File: src/rtl/linebuf_ctrl.sv
// Line-buffer feed controller: pads each image line with zeros, then flushes
// HALF zero lines so a 7x7 window can drain the last image rows.
`timescale 1ns/1ps
module linebuf_ctrl #(
    parameter int unsigned IMG_W = 640,
    parameter int unsigned IMG_H = 480,
    parameter int unsigned PAD   = 19,
    parameter int unsigned HALF  = 3
) (
    input  logic       clk,
    input  logic       rst_n,
    input  logic       frame_start,
    input  logic       pix_valid,
    input  logic [7:0] pix_data,
    output logic       in_ready,
    output logic       lb_en,
    output logic [7:0] lb_din,
    output logic       win_valid,
    output logic [9:0] ctr_col,
    output logic [9:0] ctr_row,
    output logic       busy,
    output logic       frame_done
);

    localparam int unsigned CW   = 10;
    localparam int unsigned LINE = IMG_W + 2 * PAD;
    localparam int unsigned ROWS = IMG_H + HALF;

    typedef enum logic [2:0] {
        S_IDLE,
        S_PAD_L,
        S_ACTIVE,
        S_PAD_R,
        S_FLUSH,
        S_DONE
    } state_t;

    state_t          r_state;
    state_t          w_next;
    logic [CW-1:0]   r_pos;
    logic [CW-1:0]   r_row;
    logic [CW-1:0]   w_pos_nxt;
    logic [CW-1:0]   w_row_nxt;
    logic            w_emit;
    logic [7:0]      w_din;
    logic            w_win;

    // State, counters and the registered line-buffer outputs
    always_ff @(posedge clk or negedge rst_n) begin
        if (!rst_n) begin
            r_state   <= S_IDLE;
            r_pos     <= '0;
            r_row     <= '0;
            lb_en     <= 1'b0;
            lb_din    <= '0;
            win_valid <= 1'b0;
            ctr_col   <= '0;
            ctr_row   <= '0;
        end else begin
            r_state   <= w_next;
            r_pos     <= w_pos_nxt;
            r_row     <= w_row_nxt;
            lb_en     <= w_emit;
            win_valid <= w_win;
            if (w_emit) begin
                lb_din  <= w_din;
                ctr_col <= r_pos - CW'(PAD + HALF);
                ctr_row <= r_row - CW'(HALF);
            end
        end
    end

    // Next state, counter updates and the element emitted this cycle
    always_comb begin
        w_next    = r_state;
        w_pos_nxt = r_pos;
        w_row_nxt = r_row;
        w_emit    = 1'b0;
        w_din     = '0;
        case (r_state)
            S_IDLE: begin
                if (frame_start) begin
                    w_next    = S_PAD_L;
                    w_pos_nxt = '0;
                    w_row_nxt = '0;
                end
            end
            S_PAD_L: begin
                w_emit    = 1'b1;
                w_pos_nxt = r_pos + CW'(1);
                if (r_pos == CW'(PAD - 1)) w_next = S_ACTIVE;
            end
            S_ACTIVE: begin
                if (pix_valid) begin
                    w_emit    = 1'b1;
                    w_din     = pix_data;
                    w_pos_nxt = r_pos + CW'(1);
                    if (r_pos == CW'(PAD + IMG_W - 1)) w_next = S_PAD_R;
                end
            end
            S_PAD_R: begin
                w_emit = 1'b1;
                if (r_pos == CW'(LINE - 1)) begin
                    w_pos_nxt = '0;
                    w_row_nxt = r_row + CW'(1);
                    w_next    = (r_row + CW'(1) < CW'(IMG_H)) ? S_PAD_L : S_FLUSH;
                end else begin
                    w_pos_nxt = r_pos + CW'(1);
                end
            end
            S_FLUSH: begin
                w_emit = 1'b1;
                if (r_pos == CW'(LINE - 1)) begin
                    w_pos_nxt = '0;
                    if (r_row == CW'(ROWS - 1)) w_next = S_DONE;
                    else                        w_row_nxt = r_row + CW'(1);
                end else begin
                    w_pos_nxt = r_pos + CW'(1);
                end
            end
            S_DONE:  w_next = S_IDLE;
            default: w_next = S_IDLE;
        endcase
    end

    assign w_win = w_emit && (r_row >= CW'(HALF)) && (r_pos >= CW'(PAD + HALF)) &&
                   (r_pos < CW'(PAD + HALF + IMG_W));

    // Moore decodes of the state register
    assign in_ready   = (r_state == S_ACTIVE);
    assign busy       = (r_state != S_IDLE);
    assign frame_done = (r_state == S_DONE);

endmodule
File: config.mk
export PLATFORM = sky130hd
export DESIGN_NAME = linebuf_ctrl
export DESIGN_NICKNAME = d
export VERILOG_FILES = /design/src/rtl/linebuf_ctrl.sv
export SDC_FILE = /design/constraint.sdc
export NUM_CORES = 1
export LEC_CHECK = 0
export ABC_AREA = 1
export CAP_MARGIN = 20
export CORE_MARGIN = 3
export CORE_UTILIZATION = 45
export DETAILED_ROUTE_END_ITERATION = 10
export DONT_BUFFER_PORTS = 1
export MAX_ROUTING_LAYER = met4
export SLEW_MARGIN = 20
export SYNTH_ARGS = -nofsm -noshare
export SYNTH_HDL_FRONTEND = slang
export SYNTH_SLANG_ARGS = --single-unit
export TNS_END_PERCENT = 30
File: constraint.sdc
create_clock -name clk -period 2 [get_ports clk]
set_input_delay 0.4 -clock clk [delete_from_list [all_inputs] [get_ports clk]]
set_output_delay 0.4 -clock clk [all_outputs]
set_load 0.01 [all_outputs]
# After elaboration in Yosys (flattened, before gate mapping)
# Index checks and enable logic that the tools add are counted.
# word_totals
ff_bits	53
latchBits	0
mem_bits_rw	0
romBits	0
inputBits	12
output_inout_bits	33
elab_cells	66
n_memories	0
# op_classes
n_addsub	4
mul	0
n_div	0
order_cmp	4
n_eq_ne	17
n_shift	0
mux	21
bitwise	0
reduce_logical	12
# op_table
cell	n
two-way mux 10 bit	6
case mux 10 bit (4 select lines)	1
case mux 10 bit (3 select lines)	1
two-way mux 3 bit	8
adder 10 x 1 -> 10 bit (second input constant)	2
equality test 10 bit (second input constant)	2
two-way mux 8 bit	2
case mux 3 bit (5 select lines)	1
inequality test 2 bit (second input constant)	7
equality test 10 x 5 -> 1 bit (second input constant)	1
equality test 10 x 9 -> 1 bit (second input constant)	1
>= comparator 10 x 2 -> 1 bit (second input constant)	1
>= comparator 10 x 5 -> 1 bit (second input constant)	1
< comparator 10 bit (second input constant)	1
< comparator 10 x 9 -> 1 bit (second input constant)	1
subtractor 10 x 2 -> 10 bit (second input constant)	1
subtractor 10 x 5 -> 10 bit (second input constant)	1
AND reduction 7 bit	1
equality test 3 x 2 -> 1 bit (second input constant)	2
equality test 3 bit (second input constant)	2
nonzero test 3 bit	2
AND reduction 5 bit	1
nonzero test 4 bit	1
equality test 3 x 1 -> 1 bit (second input constant)	1
8 further kinds	10

# Longest topological paths before layout
# logic_depth
depth_word	6
ltp_mapped	12

# Least setup slack after synthesis
# OpenSTA, ideal clock, no wires.
# synth_timing
path_kind	flip-flop to flip-flop
start	register r_pos[3]
end	register r_row[9]
setup_time_ns	0.126
arrival_ns	1.346
required_time_ns	1.874
slack_ns	0.528
stages_incl_launch_ff	11
n_path_buf	2
synth_period_minus_slack_ns	1.472
path_cell_list	dfrtp_1 -> buf_6 -> nor3_2 -> nand3_1 -> o21ai_4 -> nand2_4 -> inv_4 -> nand2_4 -> buf_8 -> nand2_2 -> o21ai_2
# synth_between
elab_chain_len	3
elab_cells_between_ends	4
# synth_lines
element	line_no	text
from (decl)	40	logic [CW-1:0] r_pos;
from (signal assigned)	61	r_pos <= w_pos_nxt;
equality test 10 bit *	103, 113	
inequality test 2 bit (no source line)	n/a	
AND reduction 5 bit (no source line) *	n/a	
to (signal assigned)	62	r_row <= w_row_nxt;
to (decl)	41	logic [CW-1:0] r_row;
# Every way passes the cells marked *; elsewhere a longest branch is shown, timed or not.
# A chain may end at the register's enable or synchronous reset.

# Final worst setup path
# layout_timing
start	register r_state[0]
end	output in_ready
# layout_between
elab_chain_len	1
# layout_lines
element	line_no	text
from (decl)	38	state_t r_state;
from (signal assigned)	60	r_state <= w_next;
equality test 3 x 2 -> 1 bit	130	assign in_ready = (r_state == S_ACTIVE);
to (decl)	15	output logic in_ready,
# No other way between the ends.

==> out/results.txt <==
Outcome: finished clean
Synth cell types: 36
Wire per inst: 14.7 um
Number of cells produced by synthesis: 362
Count of non-filler cells in the finished layout: 440
Fraction of power spent switching nets: 0.445
Antenna Violating Nets Remaining: 0
Final-stage net count: 382
WP data required: 1600 ps
Highest-delay cell along the critical path: sky130_fd_sc_hd__dfrtp_1
Seq/Total Area, Yosys: 0.452
Die W: 86.8 um
Library cell with the highest instance count after synthesis: sky130_fd_sc_hd__nand2_1
Total Die Area: 7530 um2
Avg Inst Size Synth: 8.11 um2
Async set-or-reset flop fraction in the synthesized netlist: 1.00
Core area: 6130 um2
Post-route total power: 3.97 mW
First-pass GRT wire length: 10900 um
Antenna violations before repair: 0
IR drop worst, VDD: 628 uV
Fraction of layout instances using a drive strength above 1: 0.101
Leakage dissipation: 1.48 nW
Placed Instances: 430
Starting DRT DRC Count: 229
Part of the power in combinational logic: 0.393
WP data arrival: 1400 ps
Worst-margin pin slew: 511 ps
Total number of H-tree levels: 2
Clock tree sinks: 53
Area of the mapped netlist: 2940 um2
Kind of critical path: reg2out
Total DRC errors in the routed layout: 0
Floorplan row count: 28
Largest net degree at the start of global routing: 54
Flop pwr share: 0.442
Min-Delay Path Depth: 1
Global route overflow: 0
Number of resized instances in the post-cts repair step: 0
Post-Route Setup TNS: 0 ps
Most used DFF post-synth: sky130_fd_sc_hd__dfrtp_1
CTS Buf Count: 5
Element type at the critical path start: register
Clock slew seen by the registers of the worst setup and hold paths: 90 ps
Number of pins exceeding their max-slew limit in the final report: 0
Number of vias in the routed layout: 2377
Type of destination of the critical path: primary output
Slew margin rel.: 0.656
Unrepaired setup endpoints after global routing: no
Leading cell types by count after synthesis: sky130_fd_sc_hd__nand2_1 (92), sky130_fd_sc_hd__dfrtp_1 (53), sky130_fd_sc_hd__nor2_1 (40)
Ratio of routed vias to standard cells: 5.40
Fin crit share: 0.900
Number of endpoints with negative hold slack in the final report: 0
Global Route Usage Sum: 0.186
Worst hold margin: 267 ps
Cells along the critical path: nor2_1, nand2_1, inv_2
Initial Utilization: 0.479
Yosys top cell area share: 0.452
Path category of the worst min-delay check: in2reg
Clk network pwr share: 0.165
Setup WS post-layout: 200 ps
Pwr/cell area: 1270 nW/um2
Pre-Repair DR Iteration Count: 5
CTS max path bufs: 2
Clock tree root driver cell: sky130_fd_sc_hd__clkbuf_8
Tmin final: 1800 ps
Final Skew: 8.17 ps
Cell type contributing the most total cell area after synthesis: sky130_fd_sc_hd__dfrtp_1
Total Routed Length: 6470 um
# Max-Cap Violations: 0
IO buf count: 0
Final setup violating endpoints: 0
Antenna fix cells: 0
Synth-to-Final Area Change: 6.39%
R2R depth: 10
Placer Congestion: 0.883
Max Clock Freq: 0.555 GHz
Delay of the slowest cell on the worst path: 440 ps
Filler instances: 585
Net switching power: 1.77 mW
Insertion delay of the later-clocked pin in the worst-skew pair: 300 ps
Maximum net fanout on the critical path: 10
Number of global-route vias before repair: 2185
Top-Level Pins: 45
Count of flip-flops with a built-in enable after synthesis: 0
Int Power: 2.21 mW
Synth top area cells: sky130_fd_sc_hd__dfrtp_1 (45%), sky130_fd_sc_hd__nand2_1 (12%), sky130_fd_sc_hd__o21ai_0 (5.6%)
TritonCTS clock tree: yes
Yosys warning count: 0
Die height: 86.8 um
HPWL after detailed placement: 4740 um
Worst slack after detailed placement: 297 ps
Flop and latch count out of synthesis: 53
Syn_nets: 380
worst max-delay path: cells and delay by family, from the launching register on:
kind / cells / cell delay (ps)
DFF: 1 / 440
and+or+nand+nor: 2 / 440
buffers and inverters: 1 / 200
sequential cells by signal (all words and copies together) (netlist names):
register / flops
lb_din: 8
r_pos: 10
r_state: 3
r_row: 10
ctr_col: 10
ctr_row: 10
win_valid: 1
lb_en: 1
worst paths after layout:
| check | start | end | slack (ps) |
|---|---|---|---|
| worst max-delay path | r_state[0]$_DFFE_PN0P_ | in_ready | 200 |
| worst min-delay path | pix_valid | lb_din[1]$_DFFE_PN0P_ | 270 |
| worst max register to register | r_row[0]$_DFFE_PN0P_ | r_state[0]$_DFFE_PN0P_ | 270 |
| worst min register to register | ctr_col[2]$_DFFE_PN0P_ | ctr_col[2]$_DFFE_PN0P_ | 560 |
| max in group asynchronous | rst_n | r_pos[9]$_DFFE_PN0P_ | 1160 |
| min in group asynchronous | rst_n | ctr_row[6]$_DFFE_PN0P_ | 620 |
cells by family (layout without fill, tap and decap cells):
group,Yosys count,count (layout),synth area share
xor gates and xnor gates,8,8,0.0239
AOI/OAI and AO/OA,60,60,0.129
adders and majority gates,6,6,0.0256
DFF,53,53,0.452
and+or+nand+nor,188,188,0.297
buffers and inverters,47,50,0.0729
per-stage QoR:
| stage | utilization | instance area (um2) |
|---|---|---|
| global placement | 0.487 | 2990 |
| finish | 0.510 | 3120 |
| global route | 0.510 | 3120 |
| detailed placement | 0.487 | 2990 |
| floorplan | - | 2940 |
| CTS | 0.510 | 3120 |
placed cells by master (no fill, tap or decap), types with 2 or more instances in the layout:
master and count:
sky130_fd_sc_hd__a31oi_1 5, sky130_fd_sc_hd__inv_2 4, sky130_fd_sc_hd__a21oi_1 7, sky130_fd_sc_hd__dfrtp_1 53
sky130_fd_sc_hd__nand2_4 5, sky130_fd_sc_hd__xor2_1 8, sky130_fd_sc_hd__o21ai_0 33, sky130_fd_sc_hd__nor2_1 40
sky130_fd_sc_hd__nand2_1 92, sky130_fd_sc_hd__nand3_1 26, sky130_fd_sc_hd__nand3_2 2, sky130_fd_sc_hd__nand4_1 5
sky130_fd_sc_hd__ha_1 6, sky130_fd_sc_hd__nor4_1 3, sky130_fd_sc_hd__buf_4 3, sky130_fd_sc_hd__nor3b_1 2
sky130_fd_sc_hd__nand2_2 3, sky130_fd_sc_hd__inv_1 30, sky130_fd_sc_hd__nor3_1 5, sky130_fd_sc_hd__o21ai_2 4
sky130_fd_sc_hd__a32o_1 8, sky130_fd_sc_hd__clkbuf_8 7
per-layer routing:
layer	vias up	global-route usage	routed length [um]
li1	1198	-	-
met5	-	-	0
met1	1080	0.282	3290
met3	5	0.0380	543
met2	94	0.251	2560
met4	0	0.0510	68
power groups by stage:
| stage | combinational (mW) | clock, mW | sequential [mW] |
|---|---|---|---|
| finish | 1.56 | 0.656 | 1.76 |
| global route | 1.81 | 0.723 | 1.82 |
| CTS | 1.58 | 0.686 | 1.76 |
| detailed placement | 1.54 | 0 | 1.78 |
| global placement | 1.52 | 0 | 1.78 |
| floorplan | 1.29 | 0 | 1.70 |
final cells by class:
type                    instances  area (um2)  share of cell area
clock buffers                   7        96.3              0.0308
clock inverters                 1        5.00             0.00160
inverters                      37         146              0.0469
multi-input cells             262        1400               0.447
flip-flops and latches         53        1330               0.425
well taps                      75        93.8              0.0300
repair buffers                  5        60.1              0.0192
timing repair:
| item | 4_1_cts | 5_1_grt |
|---|---|---|
| endpoints found under the hold margin | 53 | 0 |
| setup buffers | 0 | 0 |
| setup endpoints to repair | 0 | 0 |
| hold buffers | 2 | 0 |
(Power assumes the default switching activity.)
==> RTL edit 1: new RTL, config.mk and constraints unchanged <==
Re-encode `state_t` (6 states) as one-hot, 6 bits wide.
--- a/src/rtl/linebuf_ctrl.sv
+++ b/src/rtl/linebuf_ctrl.sv
@@ -26,13 +26,13 @@
     localparam int unsigned LINE = IMG_W + 2 * PAD;
     localparam int unsigned ROWS = IMG_H + HALF;
 
-    typedef enum logic [2:0] {
-        S_IDLE,
-        S_PAD_L,
-        S_ACTIVE,
-        S_PAD_R,
-        S_FLUSH,
-        S_DONE
+    typedef enum logic [5:0] {
+        S_IDLE   = 6'b000001,
+        S_PAD_L  = 6'b000010,
+        S_ACTIVE = 6'b000100,
+        S_PAD_R  = 6'b001000,
+        S_FLUSH  = 6'b010000,
+        S_DONE   = 6'b100000
     } state_t;
 
     state_t          r_state;
Formal check against the unedited RTL: no difference found for any inputs over 10 cycles, from zero or initial values and one cycle with rst_n low; not proved beyond that.
==> RTL edit 1 against the unedited design <==
Synthesized area is 13% higher. Routed wire length rose by 12%. Sequential cell count is 3 higher. Clock power shrank 0.9%. Register-to-register slack worse by 0.10 ns. Largest power group unchanged. Worst setup slack lost 0.047 ns. First-iteration DRC count is 7.9% higher. Sequential power is 6% higher. Total power rose by 1.1%. Largest cell class unchanged. Combinational power shrank 4%. Design area grew 13%. Cell count increased by 14%. Via count increased by 12%. Highest routed layer unchanged.
==> RTL edit 1: results (changes against the unedited design) <==
[yosys]
ys_top_cells_by_count=nand2_1, dfrtp_1, nor2_1  ; unchanged
synth-xor-area-share_pct=4.746  ; was 2.386%
synthTopCellsByArea=dfrtp_1, nand2_1, xor2_1  ; was dfrtp_1, nand2_1, o21ai_0
synthesis.area_um2=3322  ; was 2937 um^2

[power_and_ir_drop]
ir_drop_uv=692.7  ; was 628.2 uV
power_w=0.004019  ; was 0.003974 W
clk-power_w=0.000650  ; was 0.000656 W
power_frac_comb_pct=37.2  ; was 39.3%

[final_layout]
buffers=11  ; was 5
clock_area_share_pct=2.551  ; was 3.244%
drive_above_1_share_pct=16.05  ; was 10.14%
multi_input_gates=286  ; was 262
seq_area_um2=1403  ; was 1326 um^2
finish.net_count=422  ; was 382
stdcell_count=501  ; was 440
nFlopsAndLatches=56  ; was 53
syn_to_final_growth_pct=6.290  ; was 6.391%
nonClkBufAreaFrac_pct=2.977  ; was 1.922%
multi_input_area_share_pct=46.53  ; was 44.69%
nNonClkInverters=44  ; was 37
final.fill_count=703  ; was 585

[setup_path]
critPathMaxFanout=3  ; was 10
crit_slowest_cell=dfstp_2  ; was dfrtp_1
crit_start=r_state[0]  ; unchanged
reg2reg_from=r_state[3]  ; was r_row[0]
reg2reg_setup_slack_ns=0.17  ; was 0.27 ns
slowest_delay_ns=0.56  ; was 0.44 ns

[route]
wl_met1_um=3450  ; was 3292 um
wl_met2_um=3109  ; was 2561 um
wire_per_inst_um=14.40  ; was 14.69 um
dr_wl_met3_um=579  ; was 543 um
drtIter0Drc=247  ; was 229

[grt]
grt_pass1_wl_um=12410  ; was 10880 um
grt_use_met2_pct=26.52  ; was 25.05%
track_usage_pct=18.78  ; was 18.65%
use_met3_pct=5.824  ; was 3.802%
grt_max_degree=57  ; was 54

[timing]
relSlewSlack_pct=73.50  ; was 65.58%
holdWs_ns=0.2190  ; was 0.2670 ns
fmax_ghz=0.5413  ; was 0.5555 GHz
fin_skew_ns=0.01250  ; was 0.008172 ns

[placement]
place_inst=491  ; was 430
placed_area_um2=3396  ; was 2985 um^2
dpl_worst_slack_ns=0.1012  ; was 0.2970 ns
place.gp.congestion=0.9430  ; was 0.8828

[clocking]
clkSlewWorstSetupHoldPaths_ns=0.11  ; was 0.09 ns

[status]
status=finished, final reports clean  ; unchanged

[min_path]
worstHoldStart=pix_data[7]  ; was pix_valid

==> RTL edit 1: cell types whose count changed after synthesis, sizes merged, moves of 2 or more <==
cell	change
nor3b	-2
nand2	+2
a32o	-8
buf	+5
nor2	+5
a21oi	+4
nand4	+5
nor4	-3
xor2	+9
a22o	+8
inv	+8
dfrtp	+2
==> RTL edit 1: what timing repair did <==
item,4_1_cts,5_1_grt
gates resized for setup,0,3
setup endpoints to repair,0,11
endpoints found under the hold margin,56,0
buffers inserted,0,0
hold buffers,2,0
==> RTL edit 1: cell families after synthesis <==
| logic type | Yosys count |
|---|---|
| and+or+nand+nor | 196 |
| AOI/OAI and AO/OA | 66 |
| buffers and inverters | 58 |
| DFF | 56 |
| xor gates and xnor gates | 18 |
| adders and majority gates | 6 |
==> RTL edit 1: path summary, 6_finish.rpt <==
check	to	cells past startpoint
min reg2reg	ctr_row[0]	1
max in group asynchronous	r_state[0]	2
min in group asynchronous	r_row[1]	2
max	busy	4
min	lb_din[7]	1
max reg2reg	r_row[7]	9
==> RTL edit 2: new RTL, same flow settings <==
Made on the original files. `CW`: 10 -> 5.
--- a/src/rtl/linebuf_ctrl.sv
+++ b/src/rtl/linebuf_ctrl.sv
@@ -22,7 +22,7 @@
     output logic       frame_done
 );
 
-    localparam int unsigned CW   = 10;
+    localparam int unsigned CW   = 5;
     localparam int unsigned LINE = IMG_W + 2 * PAD;
     localparam int unsigned ROWS = IMG_H + HALF;
 
Behaviour: no difference found for any inputs over 10 cycles, from zero or initial values and one cycle with rst_n low; that may be too few to reach the edited logic, so the function may still have changed.
==> RTL edit 2 against the unedited design <==
Worst setup slack gained 0.15 ns. Synthesized area shrank 34%. Clock skew shrank 0.0025 ns. Routed wire length shrank 45%. Combinational power shrank 20%. Total power shrank 22%. Count of clock-buffer cells in the layout shrank 1. Sequential power shrank 24%. Clock power shrank 22%. Design area shrank 36%. Sequential cell count shrank 18. Synthesized cell count shrank 33%. Largest cell class is now flip-flops and latches. Largest power group unchanged.
==> RTL edit 2: results (changes against the unedited design) <==
[power_and_ir_drop]
ir_drop_uv=517.6  ; was 628.2 uV
leakage_nw=0.9768  ; was 1.478 nW
power_frac_comb_pct=40.3  ; was 39.3%
internal-power_w=0.001633  ; was 0.002205 W
clk-power_w=0.000511  ; was 0.000656 W

[setup_path]
endpoint=frame_done  ; was in_ready
timing.rr.end=ctr_row[4]  ; was r_state[0]
critPathMaxFanout=6  ; was 10
reg2reg_depth=7  ; was 10

[route]
wl_met1_um=1742  ; was 3292 um
dr_wl_met3_um=318  ; was 543 um
vias_per_cell=4.962  ; was 5.402
drtIter0Drc=91  ; was 229
drt_wl_total_um=3556  ; was 6465 um

[timing]
holdWs_ns=0.2724  ; was 0.2670 ns
fin_skew_ns=0.005645  ; was 0.008172 ns
setup_ws_ns=0.3515  ; was 0.1997 ns
relSlewSlack_pct=67.41  ; was 65.58%

[final_layout]
buffers=2  ; was 5
clock_area_share_pct=4.359  ; was 3.244%
drive_above_1_share_pct=9.623  ; was 10.14%
multi_input_area_um2=802.0  ; was 1396 um^2
clock_buffer_count=6  ; was 7
finish.net_count=257  ; was 382
multi_input_gates=156  ; was 262
nFlopsAndLatches=35  ; was 53
nonClkBufAreaFrac_pct=1.494  ; was 1.922%
syn_to_final_growth_pct=4.421  ; was 6.391%
nNonClkInverters=39  ; was 37
multi_input_area_share_pct=39.91  ; was 44.69%

[placement]
place.gp.congestion=0.7943  ; was 0.8828
dpl_worst_slack_ns=0.4071  ; was 0.2970 ns
place_inst=280  ; was 430
placed_area_um2=1892  ; was 2985 um^2
hpwl_um=2514  ; was 4736 um

[clocking]
clkSlewWorstSetupHoldPaths_ns=0.07  ; was 0.09 ns
clock_latency_ns=0.28  ; was 0.30 ns

[grt]
grt_max_degree=36  ; was 54
grt_use_met2_pct=21.43  ; was 25.05%
grt_pass1_vias=1319  ; was 2185
grt_pass1_wl_um=6092  ; was 10880 um

[status]
status=finished, final reports clean  ; unchanged

[yosys]
ys_top_cells_by_count=nand2_1, inv_1, dfrtp_1  ; was nand2_1, dfrtp_1, nor2_1
synthTopCellsByArea=dfrtp_1, nand2_1, inv_1  ; was dfrtp_1, nand2_1, o21ai_0
synth.avg_cell_area_um2=7.952  ; was 8.112 um^2
yosysSeqAreaShare_pct=45.51  ; was 45.16%

[min_path]
whs_endpoint=lb_din[4]  ; was lb_din[1]
whs_path_depth=2  ; was 1

RTL edit 2: changes by cell type in the layout (fill, tap and decap cells not counted), sizes merged, moves of 2 or more:
| cell | before | now |
|---|---|---|
| a31oi | 5 | 0 |
| a32o | 8 | 0 |
| buf | 4 | 1 |
| dfrtp | 53 | 35 |
| inv | 36 | 39 |
| nand2 | 100 | 54 |
| nand3 | 28 | 25 |
| nand4 | 5 | 1 |
| nor2 | 41 | 26 |
| nor3 | 7 | 1 |
| nor3b | 2 | 0 |
| nor4 | 4 | 0 |
| o21ai | 38 | 28 |
| xor2 | 8 | 6 |
RTL edit 2: logic make-up (layout without fill, tap and decap cells):
logic type | Yosys count | after routing | share of synthesized area, %
buf+inv | 51 | 48 | 12.81
fa+ha+maj | 6 | 6 | 3.901
flops | 35 | 35 | 45.51
compound gates | 35 | 35 | 9.493
xor+xnor | 7 | 7 | 3.186
simple gates | 108 | 108 | 25.10
